`config.mk`:
```
export PLATFORM = sky130hd
export DESIGN_NAME = cpu_multicycle
export DESIGN_NICKNAME = d
export VERILOG_FILES = /design/src/rtl/cpu_multicycle.sv
export SDC_FILE = /design/constraint.sdc
export NUM_CORES = 2
export LEC_CHECK = 0
export ABC_AREA = 1
export CAP_MARGIN = 20
export CORE_MARGIN = 5
export CORE_UTILIZATION = 35
export CTS_BUF_LIST = sky130_fd_sc_hd__clkbuf_2 sky130_fd_sc_hd__clkbuf_4 sky130_fd_sc_hd__clkbuf_8
export CTS_CLUSTER_DIAMETER = 40
export DETAILED_ROUTE_END_ITERATION = 8
export SLEW_MARGIN = 10
export SYNTH_ARGS = -nofsm -noshare
export SYNTH_HDL_FRONTEND = slang
export SYNTH_SLANG_ARGS = --single-unit
```
`constraint.sdc`:
```
create_clock -name clock -period 10.4 [get_ports clock]
set_input_delay 1.04 -clock clock [delete_from_list [all_inputs] [get_ports clock]]
set_output_delay 1.04 -clock clock [all_outputs]
set_load 0.05 [all_outputs]
```
`src/rtl/cpu_multicycle.sv`:
```
// cpu_multicycle
// Small multi-cycle MIPS-subset core. It has one unified memory port for
// instructions and data. Each instruction walks through
// FETCH -> DECODE -> EXECUTE -> (MEMORY) -> (WRITEBACK).
// A memory transfer completes on a rising edge where mem_req and mem_ready
// are both high. Any wait cycle simply keeps the core in its current state.
//
// Ports
//   clock      : single clock, all state changes on the rising edge
//   reset      : synchronous, active-high
//   mem_req    : memory request (instruction fetch or lw/sw data access)
//   mem_we     : 1 = write, 0 = read
//   mem_addr   : byte address of the request
//   mem_wdata  : store data
//   mem_rdata  : read data, taken when the transfer completes
//   mem_ready  : completes the pending transfer
//   pc_out     : architectural PC
//   retire     : one-cycle pulse in the last cycle of every instruction
//   halted     : core is stopped in HALT until the next reset
module cpu_multicycle #(
   parameter logic [31:0] RESET_PC         = 32'h0000_0000,
   parameter int          ADDR_WIDTH       = 32,
   parameter bit          HALT_ON_MISALIGN = 1'b1
) (
   input  logic                  clock,
   input  logic                  reset,
   output logic                  mem_req,
   output logic                  mem_we,
   output logic [ADDR_WIDTH-1:0] mem_addr,
   output logic [31:0]           mem_wdata,
   input  logic [31:0]           mem_rdata,
   input  logic                  mem_ready,
   output logic [ADDR_WIDTH-1:0] pc_out,
   output logic                  retire,
   output logic                  halted
);

   typedef enum logic [2:0] {FETCH, DECODE, EXECUTE, MEMORY, WRITEBACK, HALT} state_t;

   localparam logic [5:0] OP_RTYPE = 6'h00;
   localparam logic [5:0] OP_J     = 6'h02;
   localparam logic [5:0] OP_JAL   = 6'h03;
   localparam logic [5:0] OP_BEQ   = 6'h04;
   localparam logic [5:0] OP_ADDI  = 6'h08;
   localparam logic [5:0] OP_LW    = 6'h23;
   localparam logic [5:0] OP_SW    = 6'h2B;
   localparam logic [5:0] FN_ADD   = 6'h20;
   localparam logic [5:0] FN_SUB   = 6'h22;
   localparam logic [5:0] FN_AND   = 6'h24;
   localparam logic [5:0] FN_OR    = 6'h25;
   localparam logic [5:0] FN_SLT   = 6'h2A;

   state_t                state, next_state;
   logic [ADDR_WIDTH-1:0] pc, target;
   logic [31:0]           ir, a, b, alu_out, mdr;
   logic [31:0]           regs [32];

   logic [5:0]  op, funct;
   logic [4:0]  rs, rt, rd, wb_reg;
   logic [31:0] imm_sext, pc_ext, branch_full, jump_full, addr_full;
   logic [31:0] alu_result, rs_val, rt_val, wb_data;
   logic        opcode_ok, misaligned;

   assign op        = ir[31:26];
   assign rs        = ir[25:21];
   assign rt        = ir[20:16];
   assign rd        = ir[15:11];
   assign funct     = ir[5:0];
   assign imm_sext  = {{16{ir[15]}}, ir[15:0]};
   assign pc_ext    = 32'(pc);

   // pc already holds PC+4 once DECODE is reached. Branch and jump targets
   // are relative to that value. Both targets are truncated to ADDR_WIDTH
   // when they are loaded, so PC arithmetic wraps naturally.
   assign branch_full = pc_ext + (imm_sext << 2);
   assign jump_full   = {pc_ext[31:28], ir[25:0], 2'b00};
   assign addr_full   = a + imm_sext;
   assign misaligned  = (addr_full[1:0] != 2'b00);

   assign wb_reg    = (op == OP_RTYPE) ? rd : rt;
   assign wb_data   = (op == OP_LW) ? mdr : alu_out;
   assign mem_wdata = b;
   assign pc_out    = pc;

   // Register file read ports. r0 is forced to zero on read, so a stray
   // write path can never leak a value out of it.
   always_comb begin
      rs_val = (rs == 5'd0) ? 32'd0 : regs[rs];
      rt_val = (rt == 5'd0) ? 32'd0 : regs[rt];
   end

   // Checks whether the instruction in IR is one the core implements.
   // R-type instructions are accepted only for the five supported funct codes.
   always_comb begin
      opcode_ok = 1'b0;
      case (op)
         OP_RTYPE: begin
            case (funct)
               FN_ADD, FN_SUB, FN_AND, FN_OR, FN_SLT: opcode_ok = 1'b1;
               default:                               opcode_ok = 1'b0;
            endcase
         end
         OP_ADDI, OP_LW, OP_SW, OP_BEQ, OP_J, OP_JAL: opcode_ok = 1'b1;
         default:                                    opcode_ok = 1'b0;
      endcase
   end

   // ALU. add, sub and addi wrap silently. slt compares the operands as
   // signed values.
   always_comb begin
      alu_result = a + imm_sext;
      if (op == OP_RTYPE) begin
         case (funct)
            FN_SUB:  alu_result = a - b;
            FN_AND:  alu_result = a & b;
            FN_OR:   alu_result = a | b;
            FN_SLT:  alu_result = {31'd0, ($signed(a) < $signed(b))};
            default: alu_result = a + b;
         endcase
      end
   end

   // State register.
   always_ff @(posedge clock) begin
      if (reset) begin
         state <= FETCH;
      end else begin
         state <= next_state;
      end
   end

   // Next-state logic and memory/status outputs. The request outputs are
   // driven only from registered values (pc, alu_out, b, ir), so they stay
   // stable for as long as mem_ready is held low. Reset masks every
   // strobe, so nothing is requested or retired during the reset cycle.
   always_comb begin
      next_state = state;
      mem_req    = 1'b0;
      mem_we     = 1'b0;
      mem_addr   = pc;
      retire     = 1'b0;
      halted     = 1'b0;
      case (state)
         FETCH: begin
            mem_req = 1'b1;
            if (mem_ready) next_state = DECODE;
         end
         DECODE: begin
            next_state = opcode_ok ? EXECUTE : HALT;
         end
         EXECUTE: begin
            case (op)
               OP_RTYPE, OP_ADDI: next_state = WRITEBACK;
               OP_LW, OP_SW: begin
                  if (misaligned && HALT_ON_MISALIGN) next_state = HALT;
                  else                                next_state = MEMORY;
               end
               OP_BEQ, OP_J, OP_JAL: begin
                  retire     = 1'b1;
                  next_state = FETCH;
               end
               default: next_state = HALT;
            endcase
         end
         MEMORY: begin
            mem_req  = 1'b1;
            mem_we   = (op == OP_SW);
            mem_addr = alu_out[ADDR_WIDTH-1:0];
            if (mem_ready) begin
               retire     = (op == OP_SW);
               next_state = (op == OP_SW) ? FETCH : WRITEBACK;
            end
         end
         WRITEBACK: begin
            retire     = 1'b1;
            next_state = FETCH;
         end
         HALT: begin
            halted = 1'b1;
         end
         default: next_state = FETCH;
      endcase
      if (reset) begin
         mem_req    = 1'b0;
         retire     = 1'b0;
         halted     = 1'b0;
         next_state = FETCH;
      end
   end

   // Datapath registers and the register file.
   // Each state updates only the registers it owns. With HALT_ON_MISALIGN=0,
   // the low two address bits are dropped when the effective address is
   // latched. When misaligned accesses halt instead, that latched address is
   // never used.
   always_ff @(posedge clock) begin
      if (reset) begin
         pc      <= RESET_PC[ADDR_WIDTH-1:0];
         target  <= '0;
         ir      <= '0;
         a       <= '0;
         b       <= '0;
         alu_out <= '0;
         mdr     <= '0;
         for (int i = 0; i < 32; i++) regs[i] <= '0;
      end else begin
         case (state)
            FETCH: begin
               if (mem_ready) begin
                  ir <= mem_rdata;
                  pc <= pc + ADDR_WIDTH'(32'd4);
               end
            end
            DECODE: begin
               a      <= rs_val;
               b      <= rt_val;
               target <= branch_full[ADDR_WIDTH-1:0];
            end
            EXECUTE: begin
               case (op)
                  OP_RTYPE, OP_ADDI: alu_out <= alu_result;
                  OP_LW, OP_SW:      alu_out <= {addr_full[31:2], 2'b00};
                  OP_BEQ:            if (a == b) pc <= target;
                  OP_J:              pc <= jump_full[ADDR_WIDTH-1:0];
                  OP_JAL: begin
                     pc       <= jump_full[ADDR_WIDTH-1:0];
                     regs[31] <= pc_ext;
                  end
                  default: ;
               endcase
            end
            MEMORY: begin
               if (mem_ready && op == OP_LW) mdr <= mem_rdata;
            end
            WRITEBACK: begin
               if (wb_reg != 5'd0) regs[wb_reg] <= wb_data;
            end
            default: ;
         endcase
      end
   end

endmodule

```
-- After elaboration in Yosys (flattened, before gate mapping)
Memories as Yosys holds them, arrays and structs flattened. A register that Yosys moved wholly into a read port is not among the register bits.
Cells that the tools add are included.
- bits in registers: 227
- word-level logic and storage cells: 115
- memories kept: 1
- input port bits: 35
- memory bits (writable): 1024
- output and inout bits: 100
- add/subtract/negate cells: 5
- equal/unequal tests: 24
- order comparisons: 1
- bitwise logic cells: 4
- reductions and logical operators: 23
- multiplexer cells: 48
- memory list (name ; words ; bits a word ; rd ports ; clocked after memory_dff ; write ports ; RTL line ; source):
    regs ; 32 ; 32 ; 2 ; 2 ; 32 ; 56 ; logic [31:0] regs [32];
- operators by type and width (cell ; number):
    $mux 32 ; 9
    $pmux 32 s2 ; 3
    $pmux 32 s4 ; 1
    $add 32x32->32 ; 3
    $eq 6x6->1 const B ; 7
    $add 32x3->32 const B ; 1
    $and 32x32->32 ; 1
    $eq 32x32->1 ; 1
    $lt 32x32->1 ; 1
    $or 32x32->32 ; 1
    $reduce_or 32->1 ; 1
    $sub 32x32->32 ; 1
    $mux 5 ; 6
    $mux 1 ; 20
    $mux 3 ; 5
    $pmux 3 s5 ; 1
    $eq 6x2->1 const B ; 2
    $logic_not 5->1 ; 2
    $pmux 3 s3 ; 1
    $ne 2x2->1 const B ; 4
    $reduce_or 2->1 ; 4
    $eq 3x2->1 const B ; 2
    $eq 3x3->1 const B ; 2
    $eq 6x3->1 const B ; 1
    other kinds (21) ; 25

-- Longest topological paths before layout
- word-level depth: 9
- mapped depth: 19
- mapped depth without buffers: 18

-- Worst setup path before layout
OpenSTA, ideal clock, no wires.
- path type: input-to-reg
- start point: in reset
- end point: mem regs[31][0] (enable)
- setup time: 0.389 ns
- cell stages on the path: 7
- arrival: 3.224 ns
- buffers on the path: 2
- data required time: 10.011 ns
- setup slack: 6.787 ns
- path through: clkbuf_1 nor4_1 nand2_2 nor3_4 nand2_4 buf_6 nand2_1
- RTL lines (item ; RTL line ; source):
    start, declared ; 26 ; input logic reset,
    end, declared ; 56 ;

-- Worst setup path after layout
- start point: reg ir[29]
- end point: out retire
- cells in the longest elaborated chain, start to end: 5
- elaborated cells on any way between the ends: 9
- those cells by class: eq/ne (4); mux (4); reduce/logical (1)
- RTL lines (item ; RTL line ; source):
    start, declared ; 55 ; logic [31:0] ir, a, b, alu_out, mdr;
    start signal, assigned ; 210 ; ir <= mem_rdata;
    $eq 6x3->1 or $eq 6x2->1 (tied branches) ; 152 ; case (op)
    $reduce_or 3->1 ; 152 ;
    $mux 1 ; 152 ;
    $pmux 1 s3 * ; 143 ; case (state)
    $mux 1 * ; 183 ; if (reset) begin
    end, declared ; 34 ; output logic retire,
Mark *: on every way between the ends. The rest lies on a longest branch, timed or not.

==> out/results.ini <==
[status]
outcome = completed

[layout]
drive_above_1_share_pct = 7.605
synthToLayoutAreaGrowth_pct = 11.79
nets = 8743

[worst_setup_path]
startpoint_type = flop
r2r_cells = 11
critPathMaxFanout = 35
path_class = flop to output port
end_kind = output port
cp.required_ns = 9.36
arrival_ns = 4.31

[power_and_ir_drop]
power_uw = 21080
p_leak_uw = 0.02874
p_per_area_mw_per_mm2 = 255.5
ir_worst_vdd_uv = 172.6

[floorplan]
initial_core_util_pct = 35.19
pin_count = 135
die_h_um = 469.2
dieArea_mm2 = 0.2202
row_count = 168
die_w_um = 469.2
core_area_mm2 = 0.2098

[clock_tree]
post_cts_buffers = 0
cts_tree = built
clock-root-buffer = clkbuf_8
clock_latency_ns = 1.01
h-tree-depth = 4
cts_buffers = 225
postCtsResizedCells = 0
clkTransAtPathRegs_ns = 0.07
cts_max_path_buffers = 3
numClockSinks = 1261
holdBufCountCts = 0

[global_routing]
grt_pass1_wl_um = 443300
grt_use_met3_pct = 6.263
globalRouteMet2Util_pct = 39.68
grt_max_degree = 173
grt_pass1_vias = 64160
grt_overflow = 0
global_route.peak_usage_layer = met2
gr-usage-met1_pct = 35.24
antenna_found_initial = 5
grt_usage_pct = 26.67

[synth]
avgSynthCellArea_um2 = 8.419
synth_edf_count = 1024
synthCells = 8767
synth_commonest_cells = nand2_1 (1,579), nor2_1 (1,558), edfxtp_1 (1,024)
yosysTopAreaCell = edfxtp_1
netlist_area_mm2 = 0.07381
synth_seq_cells = 1261
synth-main-ff-cell = edfxtp_1
yosysSeqAreaShare_pct = 48.09
ys_types = 55
yosysMostFrequentCell = nand2_1
ys_warn_count = 0
async_flop_share_pct = 0
synthTopCellsByArea = edfxtp_1 (42%), nand2_1 (8.0%), nor2_1 (7.9%)
synth_top_area_share_pct = 41.66

[routing]
drc = 0
ant_nets = 0
avgRoutedWirePerCell_um = 26.84
drt_iter0_drc = 10530
avgViaCountPerCell = 5.991
finalWirelength_um = 310100
firstDrtPassIters = 9
via_count = 69220

[min_path]
min_path_type = flop to flop
holdPathStages = 2

[sta]
setup_tns_ns = 0
rsz0062_at_grt = no
fin_skew_ns = 0.05753
max_freq_mhz = 186.9
setup_violations = 0
finalCritPeriodShare_pct = 51.44
worst_pin_slew_ns = 1.238
slew_headroom_pct = 17.46
period_needed_ns = 5.349
hold_violations = 0
slew_viol_final = 0

[placement]
gp_congestion = 1.027
io_buffers = 134
dp_hpwl_um = 206400

[run]
max_cap_violations = 0

-- final timing paths --
kind,startpoint,endpoint,slack [ns]
worst max-delay path,ir[29],retire,5.05
worst max register to register,ir[29],regs[2][19],5.37
worst min-delay path,ir[26],ir[26],0.47
worst min register to register,ir[26],ir[26],0.47
-- registers in the layout, summed over array words and instances, names as in the netlist, named ones only --
signal / count
state: 3
a: 32
alu_out: 32
pc_out: 32
mdr: 32
mem_wdata: 32
ir: 32
regs: 1024
target: 32
-- logic make-up (layout without fill, tap and decap cells) --
group                    count (synthesis)  after routing  synth area share (%)
buffers and inverters                 1255           1201                 6.555
other                                    1             36              0.005080
AND/OR/NAND/NOR                       3684           3684                 19.98
flip-flops                            1261           1261                 48.09
adder cells (fa/ha/maj)                161            161                 2.770
XOR/XNOR                                49             49                0.5814
AO/OA/AOI/OAI                         2070           2070                 18.14
multiplexers                           286            286                 3.878
-- layer usage --
| metal | up-vias | routed length, µm |
|---|---|---|
| met5 | - | 41 |
| met4 | 6 | 21750 |
| met3 | 767 | 34800 |
| met2 | 4577 | 131700 |
| met1 | 33410 | 121900 |
| li1 | 30460 | - |
-- report_power, final --
part / internal [µW] / switching (µW) / leakage, µW
Sequential: 5830 / 656 / 0.0125
Combinational: 2470 / 6930 / 0.0137
Clock: 2870 / 2320 / 0.00258
Total: 11200 / 9910 / 0.0287
-- stage by stage --
step / std cells / hold slack (ns) / worst slack [ns] / cell area, µm² / utilization [%]
final: 11550 / 0.4726 / 5.051 / 82520 / 39.33
after global routing: 11550 / 0.5053 / 4.747 / 82510 / 39.33
after CTS: 11550 / 0.4591 / 4.979 / 82510 / 39.33
after detailed placement: 11130 / 0.4640 / 5.510 / 77520 / 36.95
after global placement: 11120 / 0.4697 / 5.487 / 77510 / 36.95
after floorplan: 8798 / 0.4374 / 6.787 / 73930 / -
-- critical path: stages, from the launching register on --
cell	delay, ns
dfxtp_1	0.36
nor2_2	0.25
nand2_1	0.13
nor2_2	0.09
buf_4	0.36
clkinv_1	0.66
nand2_1	0.27
inv_1	0.09
nor2_1	0.09
o31ai_1	0.08
inv_1	0.10
clkdlybuf4s50_1	0.81
-- layout by cell type, fill, tap and decap left out, drive strengths merged, types with 157 or more instances in the layout --
master,count
a21oi,578
a32oi,256
mux2i,286
ha,157
dfxtp,237
nor2,1561
nand2,1590
inv,517
o221ai,263
clkbuf,289
nand3,374
o211ai,270
o21ai,576
edfxtp,1024
-- final cells by class --
class	instances	area [µm²]
repair buffers	266	2431
inverters	511	1936
multi-input cells	6282	34110
clock buffers	289	3665
diodes	4	10.01
clock inverters	135	1325
flip-flops and latches	1261	35530
fillers	21020	127300
well taps	2805	3510
Note: power is estimated with default switching activity, not from simulation.
